[config.mk]
export PLATFORM = sky130hd
export DESIGN_NAME = execution_issue_ctrl
export DESIGN_NICKNAME = d
export VERILOG_FILES = /design/src/rtl/execution_issue_ctrl.sv
export SDC_FILE = /design/constraint.sdc
export NUM_CORES = 1
export LEC_CHECK = 0
export ABC_AREA = 1
export CORE_AREA = 8 8 81 83
export CTS_BUF_LIST = sky130_fd_sc_hd__clkbuf_4
export CTS_CLUSTER_SIZE = 12
export DETAILED_ROUTE_END_ITERATION = 16
export DIE_AREA = 0 0 89 91
export GPL_TIMING_DRIVEN = 0
export PLACE_DENSITY_LB_ADDON = 0.05
export SYNTH_ARGS = -nofsm -noshare
export SYNTH_HDL_FRONTEND = slang
export SYNTH_SLANG_ARGS = --single-unit
[constraint.sdc]
create_clock -name clk -period 2.36 [get_ports clk]
set_input_delay 0.472 -clock clk [delete_from_list [all_inputs] [get_ports clk]]
set_output_delay 0.472 -clock clk [all_outputs]
set_load 0.02 [all_outputs]
[src/rtl/execution_issue_ctrl.sv]
// Execution issue controller: accepts decoded instructions, sequences single-cycle
// and two-cycle (MUL) operations into the Execution stage, hands results to
// writeback, and selects ALU-result forwarding for source operands.
//
// Ports
//   clk, rst                 clock, asynchronous active-high reset
//   in_valid/in_ready        decode handshake
//   in_opcode, in_rd/ra/rb   offered instruction (opcode, dest, sources)
//   flush                    synchronous pipeline flush (highest priority)
//   ex_opcode, ex_valid      opcode and live flag for the Execution stage
//   s_mux_A, s_mux_B         operand select (1 = forwarded ALU result)
//   wb_valid/wb_ready        writeback handshake
//   wb_rd, wb_class          destination and class of completing instruction
//   wb_illegal               completing opcode unsupported
//   issue_count              accepted-instruction counter (wraps)
module execution_issue_ctrl #(
    parameter int unsigned REG_W = 4,
    parameter int unsigned CNT_W = 16
) (
    input  logic             clk,
    input  logic             rst,
    input  logic             in_valid,
    output logic             in_ready,
    input  logic [4:0]       in_opcode,
    input  logic [REG_W-1:0] in_rd,
    input  logic [REG_W-1:0] in_ra,
    input  logic [REG_W-1:0] in_rb,
    input  logic             flush,
    output logic [4:0]       ex_opcode,
    output logic             s_mux_A,
    output logic             s_mux_B,
    output logic             ex_valid,
    output logic             wb_valid,
    input  logic             wb_ready,
    output logic [REG_W-1:0] wb_rd,
    output logic [1:0]       wb_class,
    output logic             wb_illegal,
    output logic [CNT_W-1:0] issue_count
);

    localparam logic [4:0] OP_NOP = 5'b11111;

    typedef enum logic [1:0] {
        IDLE = 2'd0,
        MUL1 = 2'd1,
        EXEC = 2'd2
    } state_t;

    state_t           state_q;
    state_t           state_d;
    logic [4:0]       op_q;
    logic [REG_W-1:0] fwd_rd;
    logic             fwd_vld;
    logic             op_legal;
    logic             op_mul;
    logic             accept;
    logic             wb_fire;
    logic [REG_W-1:0] prod_rd;
    logic             prod_vld;

    // Opcode decode: classes 00/01/10 with sub-ops 000..010; sub-op 010 is MUL
    assign op_legal = (in_opcode[4:3] != 2'b11) && (in_opcode[2:0] <= 3'b010);
    assign op_mul   = op_legal && (in_opcode[2:0] == 3'b010);

    // State register
    always_ff @(posedge clk or posedge rst) begin
        if (rst) begin
            state_q <= IDLE;
        end else begin
            state_q <= state_d;
        end
    end

    // Next state and handshake/stage outputs; flush overrides everything
    always_comb begin
        state_d   = state_q;
        in_ready  = 1'b0;
        ex_valid  = 1'b0;
        wb_valid  = 1'b0;
        ex_opcode = OP_NOP;
        case (state_q)
            IDLE: begin
                in_ready = 1'b1;
            end
            MUL1: begin
                ex_valid  = 1'b1;
                ex_opcode = op_q;
                state_d   = EXEC;
            end
            EXEC: begin
                ex_valid  = 1'b1;
                wb_valid  = 1'b1;
                ex_opcode = op_q;
                in_ready  = wb_ready;
                if (wb_ready) begin
                    state_d = IDLE;
                end
            end
            default: begin
                state_d = IDLE;
            end
        endcase
        if (flush) begin
            in_ready = 1'b0;
            wb_valid = 1'b0;
            state_d  = IDLE;
        end else if (in_valid && in_ready) begin
            state_d = op_mul ? MUL1 : EXEC;
        end
    end

    assign accept  = in_valid & in_ready;
    assign wb_fire = wb_valid & wb_ready;

    // Producer for forwarding: the instruction completing now, else the record
    assign prod_rd  = wb_fire ? wb_rd : fwd_rd;
    assign prod_vld = wb_fire ? ~wb_illegal : fwd_vld;

    // Latched instruction, forwarding selects, forwarding record and counter
    always_ff @(posedge clk or posedge rst) begin
        if (rst) begin
            op_q        <= OP_NOP;
            wb_rd       <= '0;
            wb_class    <= 2'b00;
            wb_illegal  <= 1'b0;
            s_mux_A     <= 1'b0;
            s_mux_B     <= 1'b0;
            fwd_rd      <= '0;
            fwd_vld     <= 1'b0;
            issue_count <= '0;
        end else begin
            if (accept) begin
                op_q        <= op_legal ? in_opcode : OP_NOP;
                wb_rd       <= in_rd;
                wb_class    <= in_opcode[4:3];
                wb_illegal  <= ~op_legal;
                s_mux_A     <= prod_vld && (in_ra == prod_rd);
                s_mux_B     <= prod_vld && (in_rb == prod_rd);
                issue_count <= issue_count + CNT_W'(1);
            end else if (state_d == IDLE) begin
                s_mux_A <= 1'b0;
                s_mux_B <= 1'b0;
            end
            if (flush) begin
                fwd_vld <= 1'b0;
            end else if (wb_fire) begin
                fwd_rd  <= wb_rd;
                fwd_vld <= ~wb_illegal;
            end
        end
    end

endmodule

==> impl_metrics.csv <==
group,metric,value,unit
outcome,status,"finished, final reports clean",
worst_setup_path,cp.required,1.89,ns
global_routing,grt_max_degree,38,
final_layout,area_growth,33.6,%
route,vias,1843,
cts,post_cts_buffers,0,
worst_hold_path,min_path_type,"flip-flop to flip-flop",
cts,cts_root_buf,"clkbuf_4",
logic_synthesis,yosysUniqueCellTypes,23,
floorplanning,die_h,91,um
worst_setup_path,crit_slowest_cell,"dfrtp_1",
floorplanning,start_util,38.1,%
cts,clkSlewWorstSetupHoldPaths,0.11,ns
timing,finalClockSkew,0.00993,ns
logic_synthesis,synth.cell_area,2030,um^2
route,drtPass1Iterations,4,
route,final_antenna_net_count,0,
job,drv_cap,0,
timing,drv_slew,0,
global_routing,grt_pass1_wl,8780,um
timing,max-slew-margin-rel,47.0,%
floorplanning,die_area,8100,um^2
floorplanning,rows,27,
power_and_ir_drop,leakagePower,1.41,nW
global_routing,grt_overflow,0,
placed_design,port_buffers,54,
route,route.detailed.drc,0,
final_layout,num-nets-final,360,
timing,finalSetupViolations,0,
logic_synthesis,seq_area_frac_synth,45.9,%
floorplanning,die_width,89,um
cts,htreeDepth,2,
timing,max_freq,448,MHz
cts,insertion_delay,0.35,ns
cts,tritoncts,"built",
cts,cts_buffers,5,
timing,finalCriticalPeriod,2.23,ns
timing,hold_violations,0,
power_and_ir_drop,vdd_drop_max,0.624,mV
logic_synthesis,yosysWarnings,0,
logic_synthesis,postSynthCellCount,273,
worst_setup_path,crit_path_start_kind,"flip-flop",
worst_setup_path,path_class,"flip-flop to output port",
floorplanning,core_region_area,5340,um^2
route,drt_iter0_drc,42,
timing,layout_setup_ws,0.129,ns
timing,rsz0062_at_grt,"no",
placed_design,hpwl,3950,um
cts,clock-sinks,37,
logic_synthesis,avgSynthCellArea,7.44,um^2
worst_setup_path,crit_chain,"inv_1, ha_2, nand2_2, a21oi_1, dlygate4sd2_1",
placed_design,place_congestion,0.740,
cts,ctsResizeCount,9,
power_and_ir_drop,power_density,732,nW/um^2
timing,worstMarginPinSlew,0.794,ns
logic_synthesis,ys_ff_latch,37,
worst_setup_path,arrival,1.76,ns
logic_synthesis,syn_nets,299,
worst_setup_path,cp_num_buf_inv,2,
placed_design,dp_slack,-0.114,ns
timing,fin_crit_sh,94.5,%
route,via_per_inst,4.53,
final_layout,drive_gt1_share,8.06,%
worst_setup_path,crit_path_end_kind,"output port",
final_layout,n_antenna_cell,0,
global_routing,grt_pass1_vias,1842,
worst_setup_path,max_stage_delay,0.43,ns
worst_setup_path,worst-path-max-fanout,7,
global_routing,antenna_found_initial,0,
cts,hold_buffers,0,
floorplanning,top_level_ports,55,
route,wl_per_cell,12.8,um
route,drt-total-wl,5200,um
cts,clockBufferDepth,2,
power_and_ir_drop,power.total,1.99,mW
global_routing,grt_usage,13.8,%
worst_setup_path,crit_family,"buffers and inverters",
[path summary, 6_finish.rpt]
check	slack (ns)	from	to	cells past startpoint
max in group asynchronous	1.28	rst	issue_count[7]	2
worst max register to register	0.46	state_q[0]	issue_count[14]	11
worst min register to register	0.48	wb_class[1]	wb_class[1]	2
min in group asynchronous	0.58	rst	issue_count[13]	2
worst min-delay path	0.48	wb_class[1]	wb_class[1]	2
worst max-delay path	0.13	state_q[0]	in_ready	5
[flip-flops by register name (all words and copies together) (netlist names)]
| signal | flops |
|---|---|
| fwd_rd | 4 |
| s_mux_B | 1 |
| state_q | 2 |
| wb_rd | 4 |
| op_q | 5 |
| issue_count | 16 |
| wb_illegal | 1 |
| fwd_vld | 1 |
| s_mux_A | 1 |
| wb_class | 2 |
[tightest hold or removal path, cell delays in order (launching register included)]
cell     delay, ns
dfrtp_1       0.36
nand2_1       0.05
nand2_1       0.05
[synth_stat cells]
library cell | number | area [um^2]
a21oi_1 | 1 | 5.00
a21oi_2 | 1 | 8.76
buf_2 | 2 | 10.0
dfrtp_1 | 32 | 801
dfstp_2 | 5 | 131
ha_1 | 4 | 50.1
inv_1 | 46 | 173
inv_2 | 2 | 7.51
nand2_1 | 95 | 357
nand2_2 | 3 | 18.8
nand2_4 | 1 | 11.3
nand3_1 | 28 | 140
nand4_1 | 7 | 43.8
nor2_1 | 18 | 67.6
nor2_2 | 1 | 6.26
nor2_4 | 1 | 11.3
nor2_8 | 1 | 20.0
nor3_1 | 3 | 15.0
o211ai_1 | 3 | 22.5
o21ai_0 | 8 | 40.0
o21ai_1 | 1 | 5.00
xnor2_1 | 3 | 26.3
xor2_1 | 7 | 61.3
[area by class of cell]
| type | instances | area, um^2 |
|---|---|---|
| clock buffer | 8 | 60.1 |
| multi-input combinational | 186 | 912 |
| buffer | 2 | 10.0 |
| sequential | 37 | 932 |
| inverter | 48 | 180 |
| tap | 72 | 90.1 |
| timing repair buffer | 54 | 531 |
| fill | 571 | 2620 |
[cells in the final DEF, fill, tap and decap left out, types with 7 or more instances in the layout]
cell type        instances
clkbuf_4                 8
clkdlybuf4s50_1         46
dfrtp_1                 32
dlygate4sd2_1            8
inv_1                   45
nand2_1                 95
nand3_1                 28
nand4_1                  7
nor2_1                  18
o21ai_0                  8
xor2_1                   7
[per-stage QoR]
| step | TNS (ns) | hold slack [ns] | util (%) | cell area [um^2] | cells |
|---|---|---|---|---|---|
| 2_1_floorplan | 0 | 0.468 | - | 2030 | 273 |
| 3_3_place_gp | -0.109 | 0.456 | 49.9 | 2660 | 399 |
| 3_5_place_dp | -0.114 | 0.463 | 49.9 | 2660 | 399 |
| 4_1_cts | 0 | 0.488 | 50.9 | 2720 | 407 |
| 5_1_grt | 0 | 0.519 | 50.9 | 2720 | 407 |
| 6_report | 0 | 0.483 | 50.9 | 2720 | 407 |
[report_power, final]
| part | total, mW | internal [mW] | switching, mW |
|---|---|---|---|
| sequential | 0.889 | 0.772 | 0.117 |
| combinational | 0.730 | 0.318 | 0.412 |
| clock | 0.368 | 0.153 | 0.215 |
[routing by layer]
layer	routed length (um)	GRT usage (%)	vias up
met3	326	4.41	7
met4	74	4.99	0
met2	2450	21.6	36
met5	0	0	-
li1	-	-	962
met1	2360	17.3	838
[kinds of logic after synthesis]
| family | share of synthesized area [%] |
|---|---|
| DFF | 45.9 |
| xor gates and xnor gates | 4.31 |
| and+or+nand+nor | 34.0 |
| buffers and inverters | 9.36 |
| adders and majority gates | 2.46 |
| AOI/OAI and AO/OA | 4.00 |
(Power assumes the default switching activity.)
